## src/rtl/lut3_pkg.sv

```systemverilog
// Shared constants and helpers for the 3-input LUT evaluator array.
// LUT3_RESET_TT : truth table for y = d & (b | ~c), used as the power-on function.
// lut3_idx      : maps operands {b,c,d} to a truth-table bit index (4b + 2c + d).
package lut3_pkg;

  localparam logic [7:0] LUT3_RESET_TT = 8'hA2;

  function automatic logic [2:0] lut3_idx(input logic b, input logic c, input logic d);
    return {b, c, d};
  endfunction

endpackage

```

## src/rtl/lut3_cell.sv

```systemverilog
// One channel's combinational 3-input lookup.
// Ports:
//   tt_i        8-bit truth table
//   b_i/c_i/d_i operands
//   y_o         tt_i[{b_i,c_i,d_i}]
module lut3_cell
  import lut3_pkg::*;
(
  input  logic [7:0] tt_i,
  input  logic       b_i,
  input  logic       c_i,
  input  logic       d_i,
  output logic       y_o
);

  assign y_o = tt_i[lut3_idx(b_i, c_i, d_i)];

endmodule

```

## src/rtl/lut3_logic_array.sv

```systemverilog
// CHANNELS independent programmable 3-input logic evaluators with a registered
// valid/ready output stage and per-channel saturating rising-edge counters.
// Ports:
//   clk, rst_n            clock, asynchronous active-low reset
//   in_valid/in_ready     input handshake for the b/c/d operand vectors
//   b, c, d               operand vectors, bit i feeds channel i
//   out_valid/out_ready   output handshake for y
//   y                     registered results
//   cfg_we/cfg_ch/cfg_tt  truth-table write port
//   cnt_clr               synchronous clear of all event counters
//   evt_cnt               counters, channel i at [i*CNT_W +: CNT_W]
module lut3_logic_array
  import lut3_pkg::*;
#(
  parameter int unsigned  CHANNELS = 4,
  parameter int unsigned  CNT_W    = 8,
  parameter logic [7:0]   RESET_TT = LUT3_RESET_TT,
  localparam int unsigned CH_W     = (CHANNELS > 1) ? $clog2(CHANNELS) : 1
) (
  input  logic                      clk,
  input  logic                      rst_n,
  input  logic                      in_valid,
  output logic                      in_ready,
  input  logic [CHANNELS-1:0]       b,
  input  logic [CHANNELS-1:0]       c,
  input  logic [CHANNELS-1:0]       d,
  output logic                      out_valid,
  input  logic                      out_ready,
  output logic [CHANNELS-1:0]       y,
  input  logic                      cfg_we,
  input  logic [CH_W-1:0]           cfg_ch,
  input  logic [7:0]                cfg_tt,
  input  logic                      cnt_clr,
  output logic [CHANNELS*CNT_W-1:0] evt_cnt
);

  logic                accept;
  logic [CHANNELS-1:0] y_new;

  logic [7:0]          tt_q  [CHANNELS];
  logic [7:0]          tt_d  [CHANNELS];
  logic [CNT_W-1:0]    cnt_q [CHANNELS];
  logic [CNT_W-1:0]    cnt_d [CHANNELS];
  logic                out_valid_q, out_valid_d;
  logic [CHANNELS-1:0] y_q, y_d;
  logic [CHANNELS-1:0] prev_q, prev_d;

  assign in_ready = !out_valid_q || out_ready;
  assign accept   = in_valid && in_ready;

  for (genvar i = 0; i < CHANNELS; i++) begin : g_cell
    lut3_cell u_cell (
      .tt_i (tt_q[i]),
      .b_i  (b[i]),
      .c_i  (c[i]),
      .d_i  (d[i]),
      .y_o  (y_new[i])
    );
  end

  // Lookups read tt_q, so a same-cycle config write only affects later samples.
  always_comb begin
    tt_d = tt_q;
    for (int i = 0; i < CHANNELS; i++) begin
      if (cfg_we && (cfg_ch == CH_W'(i))) begin
        tt_d[i] = cfg_tt;
      end
    end
  end

  always_comb begin
    out_valid_d = out_valid_q;
    y_d         = y_q;
    prev_d      = prev_q;
    if (accept) begin
      out_valid_d = 1'b1;
      y_d         = y_new;
      prev_d      = y_new;
    end else if (out_ready) begin
      out_valid_d = 1'b0;
    end
  end

  // Clear dominates a coincident increment; counters stick at all-ones.
  always_comb begin
    cnt_d = cnt_q;
    for (int i = 0; i < CHANNELS; i++) begin
      if (cnt_clr) begin
        cnt_d[i] = '0;
      end else if (accept && y_new[i] && !prev_q[i] && (cnt_q[i] != {CNT_W{1'b1}})) begin
        cnt_d[i] = cnt_q[i] + CNT_W'(1);
      end
    end
  end

  always_ff @(posedge clk or negedge rst_n) begin
    if (!rst_n) begin
      out_valid_q <= 1'b0;
      y_q         <= '0;
      prev_q      <= '0;
      for (int i = 0; i < CHANNELS; i++) begin
        tt_q[i]  <= RESET_TT;
        cnt_q[i] <= '0;
      end
    end else begin
      out_valid_q <= out_valid_d;
      y_q         <= y_d;
      prev_q      <= prev_d;
      for (int i = 0; i < CHANNELS; i++) begin
        tt_q[i]  <= tt_d[i];
        cnt_q[i] <= cnt_d[i];
      end
    end
  end

  assign out_valid = out_valid_q;
  assign y         = y_q;

  always_comb begin
    evt_cnt = '0;
    for (int i = 0; i < CHANNELS; i++) begin
      evt_cnt[i*CNT_W +: CNT_W] = cnt_q[i];
    end
  end

endmodule
```

## config.mk

```make
export PLATFORM = sky130hd
export DESIGN_NAME = lut3_logic_array
export DESIGN_NICKNAME = d
export VERILOG_FILES = /design/src/rtl/lut3_pkg.sv /design/src/rtl/lut3_cell.sv /design/src/rtl/lut3_logic_array.sv
export SDC_FILE = /design/constraint.sdc
export NUM_CORES = 1
export LEC_CHECK = 0
export CAP_MARGIN = 20
export CORE_MARGIN = 3
export CORE_UTILIZATION = 55
export CTS_CLUSTER_SIZE = 25
export DETAILED_ROUTE_END_ITERATION = 7
export HOLD_SLACK_MARGIN = 0.05
export PLACE_DENSITY = 0.92
export SYNTH_ARGS = -nofsm -noshare
export SYNTH_HDL_FRONTEND = slang
export SYNTH_SLANG_ARGS = --single-unit
```

## constraint.sdc

```tcl
create_clock -name clk -period 4.8 [get_ports clk]
set_input_delay 0.48 -clock clk [delete_from_list [all_inputs] [get_ports clk]]
set_output_delay 0.48 -clock clk [all_outputs]
set_load 0.05 [all_outputs]
```

======== After elaboration in Yosys (flattened, before gate mapping) ========
Index checks and enable logic that the tools add are counted.
cells by class
  add/subtract/negate cells ............... 4
  $mul .................................... 0
  div/mod/pow operators ................... 0
  magnitude comparators ................... 4
  equal/unequal tests ..................... 7
  shift-type cells ........................ 0
  muxes and demuxes ....................... 18
  bitwise operators ....................... 0
  reductions and logical operators ........ 29
operators with widths
  cell                                                        number
  two-way mux 8 bit                                           8
  adder 8 x 1 -> 8 bit, second input constant                 4
  != test 8 bit, second input constant                        4
  logical AND 1 bit                                           17
  less-than comparator 3 x 4 -> 1 bit, second input constant  4
  binary-select mux 1 bit (select 3 bit)                      4
  nonzero test 2 bit                                          5
  two-way mux 1 bit                                           6
  logical NOT 1 bit                                           5
  equality test 2 bit, second input constant                  2
  equality test 2 x 1 -> 1 bit, second input constant         1
  logical NOT 2 bit                                           1
  logical OR 1 bit                                            1
storage, ports and cells
  register bits ........................... 69
  latch bits .............................. 0
  memory bits (writable) .................. 0
  bits in read-only memories .............. 0
  output and inout port bits .............. 38
  memories kept ........................... 0

======== Depth between registers and ports, before layout ========
  depth in word-level cells ............... 8
  gate-level depth with buffers ........... 7
  mapped depth without buffers ............ 6

======== Cells and area by module ========
From an unflattened synthesis, not the netlist that was laid out.
second synthesis, totals
  cells, all modules ...................... 281
  area total of the unflattened synthesis .. 3485.8 um2
by module, submodules not included
  module            times used  cells an instance  area each (um2)  seq. area each (um2)
  lut3_logic_array  1           269                3230.6           1741.7
  lut3_cell         4           3                  63.8             0.0

======== Worst setup path after synthesis ========
Ideal clock, no wire load.
  kind .................................... register to register
  start point ............................. register out_valid_q (netlist: out_valid)
  end point ............................... register cnt_q (netlist bit evt_cnt[10])
  setup time .............................. 0.078 ns
  data arrival time ....................... 2.245 ns
  required time ........................... 4.722 ns
  path slack .............................. 2.477 ns
  stages on the path, launching flop included .. 8
  buffers on the path ..................... 2
  cell sequence ........................... dfrtp_1 > nand2b_1 > buf_2 > o311ai_1 > or4_4 > buf_6 > or3_1 > a21oi_1
on the way
  word-level cells in the longest chain between the ends .. 7
ends and longest elaborated chain
  element                              RTL line                 source
  start: declaration                   lut3_logic_array.sv:44   logic out_valid_q, out_valid_d;
  start signal: assignment             lut3_logic_array.sv:106  out_valid_q <= out_valid_d;
  logical NOT 1 bit                    lut3_logic_array.sv:48   assign in_ready = !out_valid_q || out_ready;
  logical OR 1 bit                     lut3_logic_array.sv:48
  net in_ready                         lut3_logic_array.sv:23   output logic in_ready,
  logical AND 1 bit                    lut3_logic_array.sv:49   assign accept = in_valid && in_ready;
  logical AND 1 bit (3 in series)      lut3_logic_array.sv:90   end else if (accept && y_new[i] && !prev_q[i] && (cnt_q[i] != {CNT_W{1'b1}})) begin
  nonzero test 2 bit (no source line)  n/a
  end signal: indexed assignment       lut3_logic_array.sv:111  cnt_q[i] <= cnt_d[i];
  end: declaration                     lut3_logic_array.sv:42   logic [CNT_W-1:0] cnt_q [CHANNELS];
The timed path passes the listed nets, and every way through them passes these cells.
A chain may end at the register's enable or synchronous reset.

======== Worst setup path after layout ========
  start point ............................. input port out_ready
  end point ............................... output port in_ready
on the way
  word-level cells in the longest chain between the ends .. 1
ends and longest elaborated chain
  element             RTL line                source
  start: declaration  lut3_logic_array.sv:28  input logic out_ready,
  logical OR 1 bit    lut3_logic_array.sv:48
  end: declaration    lut3_logic_array.sv:23
Every way passes these cells.

==> flow_metrics.tcl <==
set metrics [dict create \
    setup_violations 0 \
    fillCellCount 368 \
    grt_antenna_before_repair 0 \
    root_buffer "clkbuf_8" \
    tns_ps 0 \
    core_area_mm2 0.00564 \
    synth_top_area_share_pct 43.2 \
    drv_cap 0 \
    placedInstanceArea_mm2 0.00404 \
    io_pins 66 \
    r2r-start "evt_cnt[8]" \
    peakVddDrop_uv 257 \
    viasPerCell 6.00 \
    synthesis.nets 312 \
    dp_hpwl_um 5300 \
    h-tree-depth 3 \
    wl_um 7520 \
    drive_above_1_share_pct 21.0 \
    rrSetupSlack_ps 2660 \
    crit_path_max_incr_delay_ps 870 \
    die_x_um 83.5 \
    yosys_most_used_dff "dfrtp_1" \
    post_cts_buffers 0 \
    vias 2575 \
    multiInputGateArea_mm2 0.00150 \
    synth_top_cell_by_area "dfrtp_1" \
    synth.distinct_cells 37 \
    dieArea_mm2 0.00696 \
    crit_top_cell "clkdlybuf4s50_1" \
    finalCriticalPeriod_ps 2560 \
    drc 0 \
    p_seq_share_pct 45.3 \
    yosys-top-cells-count "dfrtp_1 (57), mux2_2 (33), nor2_1 (26)" \
    intPower_mw 1.14 \
    overflow 0 \
    cellPowerDensity_mw_per_mm2 363 \
    cp-start-kind "primary input" \
    slew_violations 0 \
    fin_worst_skew_ps 11.7 \
    antenna_left 0 \
    fin_util_pct 76.0 \
    gp_congestion 0.785 \
    dr.pass1.iters 4 \
    area_delta_synth_final_pct 29.9 \
    final_cells 429 \
    syn_avg_cell_area_um2 11.8 \
    max_clock_freq_mhz 390 \
    crit_type "primary input to primary output" \
    grt_pass1_vias 2685 \
    ys_seq_elements 69 \
    min_period_over_period_pct 53.4 \
    clock-sinks 69 \
    synth_edf_count 0 \
    pwr-share-comb_pct 18.6 \
    cts_tree "built" \
    cts.repair.resized 0 \
    relSlewSlack_pct 44.1 \
    cp_top_family "buffers and inverters" \
    portBuffers 65 \
    track_usage_pct 22.6 \
    crit_path_cell_trace "clkdlybuf4s50_1 -> nand2b_1 -> clkdlybuf4s50_1" \
    end_kind "primary output" \
    cp_slowest_cell "clkdlybuf4s50_1" \
    rsz0062_at_grt "no" \
    leakage_nw 1.69 \
    clock_latency_ps 350 \
    clkTransAtPathRegs_ps 70 \
    fp-row-count 27 \
    cts_buffers 9 \
    grt_pass1_wl_um 12600 \
    synthesis.area_mm2 0.00330 \
    diodes 0 \
    p_total_mw 1.56 \
    critPathRequiredTime_ps 4320 \
    seqCellArea_mm2 0.00174 \
    dp.cells 412 \
    postCtsHoldBufs 0 \
    p_sw_share_pct 26.7 \
    p_clk_share_pct 36.1 \
    grt_max_degree 70 \
    wl_per_cell_um 17.5 \
    stdcell_area_mm2 0.00429 \
    status "finished, final reports clean" \
    yosysSeqAreaShare_pct 52.8 \
    synthTopCellsByArea "dfrtp_1 (43%), mux2_2 (11%), dfstp_2 (9.6%), xnor2_1 (5.3%), mux4_2 (4.1%)" \
    cp.arrival_ps 2080 \
    yosysMostFrequentCell "dfrtp_1" \
    die_y_um 83.5 \
    clk_path_buf_depth 2 \
    hold_class "primary input to async pin" \
    cp_num_buf_inv 2 \
    worstMarginPinSlew_ps 816 \
    yosysWarnings 0 \
    fin_nets 384 \
    cp_max_fo 7 \
    p_sw_uw 416 \
    reg2reg_depth 6 \
    drt_iter0_markers 149 \
    initial_core_util_pct 58.5 \
    async_flop_share_pct 100 \
    report.final.hold_viol_count 0 \
    rr_endpoint "evt_cnt[14]" \
    synthCells 280 \
]
==> area by class of cell <==
| type | count | area share (%) |
|---|---|---|
| clock buffers | 13 | 4.17 |
| multi-input cells | 197 | 34.9 |
| inverters | 7 | 0.613 |
| well taps | 72 | 2.10 |
| clock inverters | 3 | 1.52 |
| repair buffers | 68 | 16.1 |
| flip-flops and latches | 69 | 40.6 |
==> cells in the final DEF, fill, tap and decap left out, types with 2 or more instances in the layout <==
cell / instances
clkdlybuf4s50_1: 64
dfrtp_1: 57
mux2_2: 33
nor2_1: 26
xnor2_1: 20
nand2_1: 14
clkbuf_8: 13
nand3_1: 12
nor4_1: 12
dfstp_2: 12
o21ai_1: 11
a21oi_1: 8
inv_1: 7
nor3_1: 7
mux4_2: 6
mux2i_1: 6
nand4_1: 6
nand2b_1: 5
or3_1: 5
ha_1: 4
nand3b_1: 3
o2111ai_1: 2
mux2_1: 2
o31ai_1: 2
and3_1: 2
and4_1: 2
bufinv_16: 2
==> stage by stage <==
stage,hold WS (ps),worst slack (ps)
after floorplan,184,2480
after detailed placement,494,2110
after CTS,356,2240
final,322,2240
after global routing,379,2180
after global placement,482,2130
==> how the worst max path moves through the flow <==
stage	startpoint	endpoint	depth (start not counted)
after CTS	out_ready	in_ready	3
final	out_ready	in_ready	3
after floorplan	out_valid	evt_cnt[10]	7
after detailed placement	d[2]	evt_cnt[21]	6
after global routing	out_ready	in_ready	3
after global placement	d[2]	evt_cnt[21]	6
==> cells by family after synthesis <==
family,after synthesis,synth area share (%)
xor gates and xnor gates,21,5.57
muxes,47,17.9
and+or+nand+nor,99,15.7
adders and majority gates,4,1.52
DFF,69,52.8
buffers and inverters,14,1.86
AOI/OAI and AO/OA,26,4.74
==> sequential cells by signal, indices dropped and copies added, names as in the netlist <==
signal     count
prev_q         4
tt_q          32
out_valid      1
evt_cnt       32
==> per-layer routing <==
metal  share of wire (%)  wire [um]  global-route usage, %
met4                 2.8        210                   11.3
met3                 5.6        424                   3.95
met1                  42       3120                   28.2
met2                  50       3760                   37.9
met5                   0          0                      0
==> power groups by stage <==
| stage | clock (mW) | sequential [mW] | combinational [mW] |
|---|---|---|---|
| global route | 0.594 | 0.712 | 0.313 |
| CTS | 0.568 | 0.704 | 0.292 |
| detailed placement | 0 | 0.715 | 0.290 |
| floorplan | 0 | 0.747 | 0.141 |
| finish | 0.562 | 0.705 | 0.290 |
| global placement | 0 | 0.708 | 0.276 |
Power figures use the tool's default switching activity.
